<file path="config.mk">
export PLATFORM = sky130hd
export DESIGN_NAME = pe_row_seq
export DESIGN_NICKNAME = d
export VERILOG_FILES = /design/src/rtl/pe_row_seq.sv
export SDC_FILE = /design/constraint.sdc
export NUM_CORES = 1
export LEC_CHECK = 0
export ABC_AREA = 1
export CORE_MARGIN = 5
export CORE_UTILIZATION = 62
export CTS_BUF_LIST = sky130_fd_sc_hd__clkbuf_4
export DETAILED_ROUTE_END_ITERATION = 8
export MAX_ROUTING_LAYER = met4
export PLACE_DENSITY_LB_ADDON = 0.2
export SYNTH_ARGS = -nofsm -noshare
export SYNTH_HDL_FRONTEND = slang
export SYNTH_SLANG_ARGS = --single-unit
export TNS_END_PERCENT = 50
</file>
<file path="constraint.sdc">
create_clock -name clk -period 12.9 [get_ports clk]
set_clock_uncertainty 0.15 [all_clocks]
set_input_delay 2.58 -clock clk [delete_from_list [all_inputs] [get_ports clk]]
set_output_delay 2.58 -clock clk [all_outputs]
set_load 0.005 [all_outputs]
</file>
<file path="src/rtl/pe_row_seq.sv">
// PE row sequencer: queues config words, strobes them into PEs/LSU, then runs.
// Optional abort support is compiled in with `define PE_ROW_SEQ_ABORT_EN.
module pe_row_seq #(
  parameter int NUM_PE     = 4,
  parameter int INST_W     = 64,
  parameter int FIFO_DEPTH = 8,
  parameter int RUN_W      = 16
) (
  input  logic              clk,
  input  logic              rst,
  input  logic              cfg_valid,
  output logic              cfg_ready,
  input  logic [3:0]        cfg_target,
  input  logic [INST_W-1:0] cfg_data,
  input  logic              start,
  input  logic [NUM_PE:0]   run_mask,
  input  logic [RUN_W-1:0]  run_cycles,
  input  logic              abort,
  output logic [NUM_PE:0]   init_en_o,
  output logic [INST_W-1:0] inst_o,
  output logic [NUM_PE:0]   run_en_o,
  output logic              busy,
  output logic              done,
  output logic              aborted,
  output logic              err_target
);
  localparam int AW = $clog2(FIFO_DEPTH);
  localparam int CW = AW + 1;
  localparam int NU = NUM_PE + 1;
  localparam logic [4:0] MAX_T = 5'(NUM_PE);

  typedef enum logic [1:0] {IDLE, LOAD, RUN, DONE} state_t;

  state_t            state, state_nxt;
  logic [INST_W-1:0] mem_data [FIFO_DEPTH];
  logic [3:0]        mem_tgt  [FIFO_DEPTH];
  logic [AW-1:0]     wr_ptr, rd_ptr;
  logic [CW-1:0]     count, count_nxt;
  logic [NUM_PE:0]   mask;
  logic [RUN_W-1:0]  cycles_cap, cnt;
  logic              push, pop, empty, abort_hit;

`ifdef PE_ROW_SEQ_ABORT_EN
  assign abort_hit = abort && (state == LOAD || state == RUN);
`else
  logic unused_abort;
  assign unused_abort = abort;
  assign abort_hit = 1'b0;
  assign aborted = 1'b0;
`endif

  assign empty = (count == '0);
  assign push  = cfg_valid && cfg_ready;
  assign pop   = (state == LOAD) && !empty && !abort_hit;

  always_comb begin
    count_nxt = count + CW'(push) - CW'(pop);
    if (abort_hit)
      count_nxt = '0;
  end

  always_comb begin
    state_nxt = state;
    unique case (state)
      IDLE: if (start) state_nxt = LOAD;
      LOAD: begin
        if (abort_hit)
          state_nxt = DONE;
        else if (empty)
          state_nxt = (cycles_cap != '0) ? RUN : DONE;
      end
      RUN:  if (abort_hit || cnt == RUN_W'(1)) state_nxt = DONE;
      DONE: if (done) state_nxt = IDLE;
      default: state_nxt = IDLE;
    endcase
  end

  // Storage carries no reset; validity is tracked by count and pointers.
  always_ff @(posedge clk) begin
    if (push) begin
      mem_data[wr_ptr] <= cfg_data;
      mem_tgt[wr_ptr]  <= cfg_target;
    end
  end

  always_ff @(posedge clk or posedge rst) begin
    if (rst) begin
      state      <= IDLE;
      count      <= '0;
      wr_ptr     <= '0;
      rd_ptr     <= '0;
      mask       <= '0;
      cycles_cap <= '0;
      cnt        <= '0;
      cfg_ready  <= 1'b0;
      init_en_o  <= '0;
      inst_o     <= '0;
      run_en_o   <= '0;
      busy       <= 1'b0;
      done       <= 1'b0;
      err_target <= 1'b0;
`ifdef PE_ROW_SEQ_ABORT_EN
      aborted    <= 1'b0;
`endif
    end else begin
      state     <= state_nxt;
      count     <= count_nxt;
      cfg_ready <= (count_nxt != CW'(FIFO_DEPTH)) &&
                   (state_nxt == IDLE || state_nxt == LOAD);
      init_en_o <= '0;
      if (abort_hit) begin
        wr_ptr <= '0;
        rd_ptr <= '0;
      end else begin
        if (push) wr_ptr <= wr_ptr + 1'b1;
        if (pop)  rd_ptr <= rd_ptr + 1'b1;
      end
      unique case (state)
        IDLE: begin
          if (start) begin
            mask       <= run_mask;
            cycles_cap <= run_cycles;
            err_target <= 1'b0;
            busy       <= 1'b1;
          end
        end
        LOAD: begin
          if (pop) begin
            inst_o <= mem_data[rd_ptr];
            if ({1'b0, mem_tgt[rd_ptr]} <= MAX_T)
              init_en_o <= NU'(1) << mem_tgt[rd_ptr];
            else
              err_target <= 1'b1;
          end
          if (state_nxt == RUN) begin
            run_en_o <= mask;
            cnt      <= cycles_cap;
          end
          if (state_nxt == DONE)
            done <= !abort_hit;
        end
        RUN: begin
          cnt <= cnt - 1'b1;
          if (state_nxt == DONE) begin
            run_en_o <= '0;
            done     <= !abort_hit;
          end
        end
        DONE: begin
          if (done) begin
            done <= 1'b0;
            busy <= 1'b0;
`ifdef PE_ROW_SEQ_ABORT_EN
            aborted <= 1'b0;
          end else begin
            // Aborted entry: enables already dropped, report one cycle later.
            done    <= 1'b1;
            aborted <= 1'b1;
`endif
          end
        end
        default: ;
      endcase
    end
  end
endmodule
</file>
## Word-level counts from Yosys, hierarchy flattened

Memories as Yosys holds them, arrays and structs flattened. A register that Yosys moved wholly into a read port is not among the register bits.
Index checks and enable logic that the tools add are counted.

- Bits in registers: 63
- Bits in writable memories: 544
- Bits of input ports: 94
- Output and inout bits: 79
- Word-level logic and storage cells: 83
- Memories: 2

Memory list:

| name | words | width | read ports | clocked after Yosys merged registers in | wr ports | RTL line | text |
|---|---|---|---|---|---|---|---|
| mem_data | 8 | 64 | 1 | 1 | 1 | 35 | `logic [INST_W-1:0] mem_data [FIFO_DEPTH];` |
| mem_tgt | 8 | 4 | 1 | 0 | 1 | 36 | `logic [3:0] mem_tgt [FIFO_DEPTH];` |

- Add/sub/neg operators: 5
- $lt $le $gt $ge: 1
- Equality and inequality tests: 15
- Shifts and indexed selects: 1
- Muxes and demuxes: 25
- Reductions and logical operators: 21

Operators with widths:

| kind | count |
|---|---|
| $pmux 16 s2 | 1 |
| $mux 5 | 5 |
| $eq 16x1->1 const B | 1 |
| $mux 16 | 1 |
| $reduce_bool 16->1 | 1 |
| $sub 16x1->16 const B | 1 |
| $ne 2x2->1 const B | 5 |
| $pmux 5 s2 | 1 |
| $mux 1 | 9 |
| $eq 2x2->1 const B | 4 |
| $mux 2 | 4 |
| $pmux 2 s4 | 1 |
| $reduce_and 2->1 | 4 |
| $reduce_bool 2->1 | 4 |
| $add 3x1->3 const B | 2 |
| $pmux 1 s2 | 3 |
| $reduce_and 3->1 | 2 |
| $shl 1x4->5 const A | 1 |
| $add 4x1->4 | 1 |
| $eq 2x1->1 const B | 2 |
| $le 4x3->1 const B | 1 |
| $logic_not 2->1 | 2 |
| $logic_not 4->1 | 1 |
| $ne 2x1->1 const B | 2 |
| other kinds (7) | 9 |

## Logic depth before layout (Yosys ltp)

Gate-level depths: netlist of run 1.

- Depth in word-level cells: 7
- Mapped depth: 15
- Mapped depth without buffers: 15

## Worst setup path after synthesis of run 1

Ideal clock, no wire load.

- Path kind: input-to-reg
- From: input cfg_valid
- To: memory mem_data[0][0], enable pin
- Library setup time: 0.494 ns
- Arrival time: 5.832 ns
- Data required time: 12.256 ns
- Slack: 6.423 ns
- Cell stages on the path: 3
- Path buffers: 0
- Cell sequence: nand2_1 -> or2_2 -> nor2_1

- Word-level cells in the longest chain between the ends: 3

RTL lines:

| element | RTL line | text |
|---|---|---|
| from (decl) | 11 | `input logic cfg_valid,` |
| $logic_and 1x1->1 | 53 | `assign push = cfg_valid && cfg_ready;` |
| $mux 1 | 80 | `if (push) begin` |
| $mux 1 (not written as such) | 81 | `mem_data[wr_ptr] <= cfg_data;` |
| to (decl) | 35 |  |

Every way passes these cells.

## Worst setup path in the final report of run 1

- From: input cfg_valid
- To: memory mem_data[1][42], enable pin

Same word-level chain as after synthesis.

==> results.txt, run 1 <==
Reg2reg start = state[1]$_DFF_PP0_
Util after Layout = 72.91%
Post-layout min period = 4932 ps
Sequential fraction of the synthesis area = 74.12%
# Max-Cap Violations = 0
IO Pins = 173
Post-DRT Antenna Nets = 0
Pint = 4.487 mW
First drt pass iteration count = 6
Hold Crit Class = register to register
Clock Latency Late Sink = 860 ps
Final Instance Area = 30580 µm²
Syn avg cell area = 13.03 µm²
Avg WL per Cell = 20.34 µm
Worst Setup SP = cfg_valid
Pwr Density = 229.6 nW/µm²
Switching power = 2.533 mW
Max Clk Rate = 202.7 MHz
FF-to-FF setup slack = 8290 ps
Dpl cells = 2622
Yosys top cell by area = edfxtp_1
Setup CP Type = primary input to register
Non-Filler Instances = 2939
Synth warnings = 0
Endpoints failing hold = 0
DRC Markers = 0
Critical path data required time = 13220 ps
Final Cycle Share = 38.24%
H-tree depth = 4
Slew Viols, Final = 0
RR Endpoint = cfg_ready$_DFF_PP0_
Hold Slack = 327.8 ps
Place WS = 7114 ps
Number of gates resized after CTS = 0
Final wirelength = 59770 µm
Top post-synthesis cells by area = edfxtp_1 (62%), dfrtp_1 (12%), o21ai_0 (5.4%)
Critical Path Start Type = primary input
Slew HR = 19.44%
Leak = 11.03 nW
Worst-path fanout max = 39
Share of cells above drive strength 1 = 15.19%
Vias per cell = 5.914
Worst r2r path cells = 12
Root Driver = clkbuf_4
Yosys top cell area share = 62.05%
Gr usage total = 26.38%
Sequential Power Share = 42.7%
Status = completed
Dpl hpwl = 31500 µm
DIE WIDTH = 216.1 µm
Net Sw Frac = 36.08%
Arrival time at the worst endpoint = 5250 ps
Total grt overflow = 0
Final setup fails = 0
Nets = 2358
Flops & latches, synth = 671
Die Y-Extent = 216.1 µm
Pwr Total = 7.021 mW
Post-Synthesis Cells = 2020
Largest net degree at the start of global routing = 124
First-pass GRT wire length = 94560 µm
Clock group share of total power = 24.9%
Postcts setup bufs = 0
Total number of vias = 17380
RSZ-0062 raised after global routing = false
Measured slew at the worst slew-check pin = 1205 ps
Synthesis-to-finish area growth = 16.16%
Synth Net Count = 2128
Final setup TNS = 0 ps
Post-synth cell types = 42
Max clock buf depth = 3
Number of core rows = 75
DRT iter0 DRCs = 1488
Critical Path End = mem_data[1][42]$_DFFE_PP_
Clock sink total = 671
CTS clk-pin slew, worst paths = 60 ps
Num CTS Buffers = 165
Hold Path Stages = 2
CTS tree = built
Peak supply drop = 0.1417 mV
Core Area = 41950 µm²
Placed Area = 28380 µm²
Antenna violations before repair = 10
Final Wtd Congestion = 0.8360
CP endpoint kind = register
Combinational fraction of design power = 32.4%
Hold Buf Count CTS = 0
Mapped cell area = 26330 µm²
Full die area = 46680 µm²
Initial core utilization = 62.76%
Final worst setup slack = 7968 ps
Vias in the first global route = 17740
Buffers on Ports = 170
[metal layers]
layer	vias to the layer above	wire length, µm	share of wire [%]	global-route usage (%)
li1	7979	-	-	-
met1	8578	23770	40	34.04
met2	724	30200	51	42.47
met3	101	4873	8.2	6.098
met4	0	926	1.5	8.416
met5	-	0	0	-
[cells by family (layout without fill, tap and decap cells)]
logic type	count (synthesis)	in the layout	share of synthesized area [%]
DFF	671	671	74.12
adders and majority gates	14	14	0.6939
buffers and inverters	179	549	2.913
and+or+nand+nor	655	655	10.04
xor gates and xnor gates	8	8	0.2662
AOI/OAI and AO/OA	471	471	11.05
other	1	11	0.01424
muxes	21	21	0.8983
[cell usage after synthesis]
master    count
a21oi_1      12
o22ai_1      24
nand2_4       2
o31ai_1       3
nand3_1      66
nor3_1        7
mux2_2       21
o221ai_1    104
nand3_4       1
nor2_1      327
o41ai_1       1
ha_1         13
xnor2_1       1
o21ai_2      14
nand2_2       7
edfxtp_1    544
buf_2        24
nand3_2       1
nand2_1     230
clkbuf_1     87
inv_1        46
o21ai_0     282
o211ai_1     25
conb_1        1
fa_1          1
clkbuf_8      1
buf_12        2
nand3b_1      1
inv_2         3
buf_4         4
a22oi_1       1
dfrtp_1     127
or2_4         2
or2_2         1
a21o_1        1
nor2_2        1
clkinv_1      1
xor2_1        7
nand4_1       9
o21ai_1       4
buf_6         1
buf_1        10
[power groups by stage]
stage	Sequential (mW)	Clock (mW)	Combinational (mW)
after detailed placement	3.04	0	2.27
after global routing	3.04	1.91	2.52
final	3.00	1.75	2.27
after CTS	3.00	1.78	2.28
after global placement	3.03	0	2.18
after floorplan	2.97	0	1.49
[state kept, by name (all words and copies together) (netlist names), 3 cells and up]
register / count
count: 4
cycles_cap: 16
cnt: 16
mem_tgt: 32
rd_ptr: 3
wr_ptr: 3
inst_o: 64
init_en_o: 5
run_en_o: 5
mask: 5
mem_data: 512
[layout by cell type (no fill, tap or decap), types with 7 or more instances in the layout]
| cell type | n |
|---|---|
| diode_2 | 10 |
| xor2_1 | 7 |
| a21oi_1 | 12 |
| mux2_2 | 21 |
| nand2_1 | 229 |
| dfrtp_1 | 124 |
| o221ai_1 | 104 |
| o22ai_1 | 24 |
| nand2_2 | 7 |
| nand3_1 | 66 |
| edfxtp_1 | 544 |
| clkinv_1 | 35 |
| clkbuf_4 | 251 |
| ha_1 | 13 |
| nor2_4 | 8 |
| o211ai_1 | 25 |
| o21ai_0 | 282 |
| buf_4 | 22 |
| inv_1 | 43 |
| nand4_1 | 9 |
| clkdlybuf4s50_1 | 170 |
| o21ai_2 | 14 |
| nor2_1 | 319 |
| clkinv_2 | 8 |
| nor3_1 | 7 |
[critical path, stage by stage]
cell	delay (ps)
clkdlybuf4s50_1	480
nand2_1	110
inv_1	130
nand2_1	240
nor2_4	980
buf_4	710
[layout make-up]
type	instances	area, µm²
multi-input cells	1170	6113
clock buffers	251	1884
diodes	10	25.02
fillers	2738	11360
clock inverters	56	292.8
repair buffers	192	1867
flip-flops and latches	671	19520
well taps	539	674.4
inverters	50	202.7
[worst min path at each step]
| stage | to | from | slack [ps] |
|---|---|---|---|
| after CTS | inst_o[52]$_DFFE_PP0P_ | inst_o[52]$_DFFE_PP0P_ | 330 |
| final | inst_o[52]$_DFFE_PP0P_ | inst_o[52]$_DFFE_PP0P_ | 330 |
| after detailed placement | inst_o[59]$_DFFE_PP0P_ | inst_o[59]$_DFFE_PP0P_ | 320 |
| after global placement | run_en_o[1]$_DFFE_PP0P_ | run_en_o[1]$_DFFE_PP0P_ | 310 |
| after global routing | inst_o[44]$_DFFE_PP0P_ | inst_o[44]$_DFFE_PP0P_ | 350 |
| after floorplan | err_target$_DFFE_PP0P_ | err_target$_DFFE_PP0P_ | 310 |
(Power assumes the default switching activity.)
==> run 2: changes to the inputs <==
- CORE_UTILIZATION: 62 -> 55
- clock period: 12.9 -> 4 ns (I/O delays scaled with it)
==> results.txt, run 2 (synthesis results as in run 1) <==
Max Clk Rate = 334.1 MHz
Total number of vias = 17390
Max incr delay on CP = 520 ps
Util after Layout = 65.27%
Initial core utilization = 55.37%
Final wirelength = 60540 µm
DRC Markers = 0
Commonest non-fill, non-tap cell in the layout = edfxtp_1
Slew HR = 17.12%
Non-Filler Instances = 3030
Worst r2r path cells = 10
Arrival time at the worst endpoint = 3750 ps
Num CTS Buffers = 170
Slew Viols, Final = 0
# Max-Cap Violations = 0
Root Driver = clkbuf_4
Final Instance Area = 31030 µm²
Clock Latency Late Sink = 1000 ps
Share of cells above drive strength 1 = 15.96%
Endpoints failing hold = 0
Vias in the first global route = 17840
Most frequent CP cell = inv_1
First-pass GRT wire length = 95610 µm
CP top delay family = simple AND/OR/NAND/NOR gates
Vias per cell = 5.739
Status = completed
Measured slew at the worst slew-check pin = 1243 ps
Final worst setup slack = 1007 ps
Most frequent cells in the layout = edfxtp_1 (544), nor2_1 (319), o21ai_0 (282)
Fillers = 3516
DIE WIDTH = 228.8 µm
Final Wtd Congestion = 0.8447
RR Endpoint = cnt[12]$_DFFE_PP0P_
Critical path data required time = 4760 ps
Post-layout min period = 2993 ps
Register Area = 19520 µm²
Postcts setup bufs = 0
Hold_sp = run_mask[3]
DRT iter0 DRCs = 1401
Pwr Density = 747.3 nW/µm²
Die Y-Extent = 228.8 µm
Peak supply drop = 0.7550 mV
Buffers on Ports = 170
Worst-path fanout max = 31
FF-to-FF setup slack = 1010 ps
Synthesis-to-finish area growth = 17.88%
Max reg flops = 512
Number of core rows = 80
Core Area = 47550 µm²
RSZ-0062 raised after global routing = false
Leak = 11.20 nW
CTS tree = built
Slowest CP cell = inv_1
CTS clk-pin slew, worst paths = 70 ps
Dpl hpwl = 31230 µm
Final setup fails = 0
Cells along the critical path = inv_1, ha_1, inv_1, nand4_1, nand3_1, inv_2, nand3_4, nand2_4, nand2_1, o21ai_2
Total grt overflow = 0
Setup CP Type = register to register
Regs by FF count = mem_data: 512 flops, inst_o: 64 flops, mem_tgt: 32 flops
Critical Path Start Type = register
Full die area = 52340 µm²
Reg2reg start = state[0]$_DFF_PP0_
CP endpoint kind = register
Hold Crit Class = primary input to register
Worst path bufs/invs = 3
Max clock buf depth = 3
Final Cycle Share = 74.82%
Avg WL per Cell = 19.98 µm
Gr usage total = 23.90%
Hold path endpoint = mask[3]$_DFFE_PP0P_
Pwr Total = 23.19 mW
Post-DRT Antenna Nets = 0
Multi-input gate area = 6113 µm²
Antenna violations before repair = 8
First drt pass iteration count = 5
Largest net degree at the start of global routing = 274
Place WS = 648.9 ps
IO Pins = 173
Nets = 2371
Hold Buf Count CTS = 1
Number of gates resized after CTS = 0
H-tree depth = 4
Clock sink total = 671
Biggest register = mem_data
Dpl cells = 2705
Placed Area = 28650 µm²
Hold Path Stages = 2
[run 2: worst max-delay path by stage]
| stage | from | end | slack, ps | cells past startpoint |
|---|---|---|---|---|
| 2_1_floorplan | cfg_valid | mem_data[0][0]$_DFFE_PP_ | -700 | 3 |
| 6_report | state[0]$_DFF_PP0_ | cnt[12]$_DFFE_PP0P_ | 1010 | 10 |
| 3_5_place_dp | cfg_valid | cfg_ready$_DFF_PP0_ | 650 | 10 |
| 3_3_place_gp | cfg_valid | cfg_ready$_DFF_PP0_ | 680 | 10 |
| 4_1_cts | inst_o[50]$_DFFE_PP0P_ | inst_o[50] | 910 | 1 |
| 5_1_grt | state[0]$_DFF_PP0_ | cnt[1]$_DFFE_PP0P_ | 730 | 10 |
[run 2: area by class of cell]
class	count	area share [%]
antenna	9	0.07257
clock buffer	268	6.483
clock inverter	47	1.089
inverter	50	0.6491
multi-input combinational	1170	19.70
sequential	671	62.91
tap	615	2.480
timing repair buffer	200	6.620
[run 2: stage by stage]
stage / hold WS, ps / TNS (ps)
after CTS: 165.1 / 0
final: 278.7 / 0
after floorplan: 313.6 / -349910
after global routing: 201.5 / 0
after detailed placement: 314.7 / 0
after global placement: 305.1 / 0
[run 2: worst register-to-register path: stages, from the launching register on]
cell and delay (ps):
dfrtp_1 410, inv_1 130, ha_1 460, inv_1 520, nand4_1 260, nand3_1 150, inv_2 150, nand3_4 110
nand2_4 360, nand2_1 150, o21ai_2 90
[run 2: metal layers]
layer | track usage (%) | vias up | part of all wire [%]
li1 | - | 8017 | -
met1 | 30.19 | 8626 | 42
met2 | 37.39 | 639 | 49
met3 | 6.422 | 106 | 6.9
met4 | 9.416 | 0 | 2.1
met5 | - | - | 0
[run 2: report_power, final]
part / total (mW) / internal [mW] / switching [mW]
sequential: 9.56 / 8.93 / 0.625
clock: 6.07 / 3.32 / 2.75
combinational: 7.56 / 2.66 / 4.89
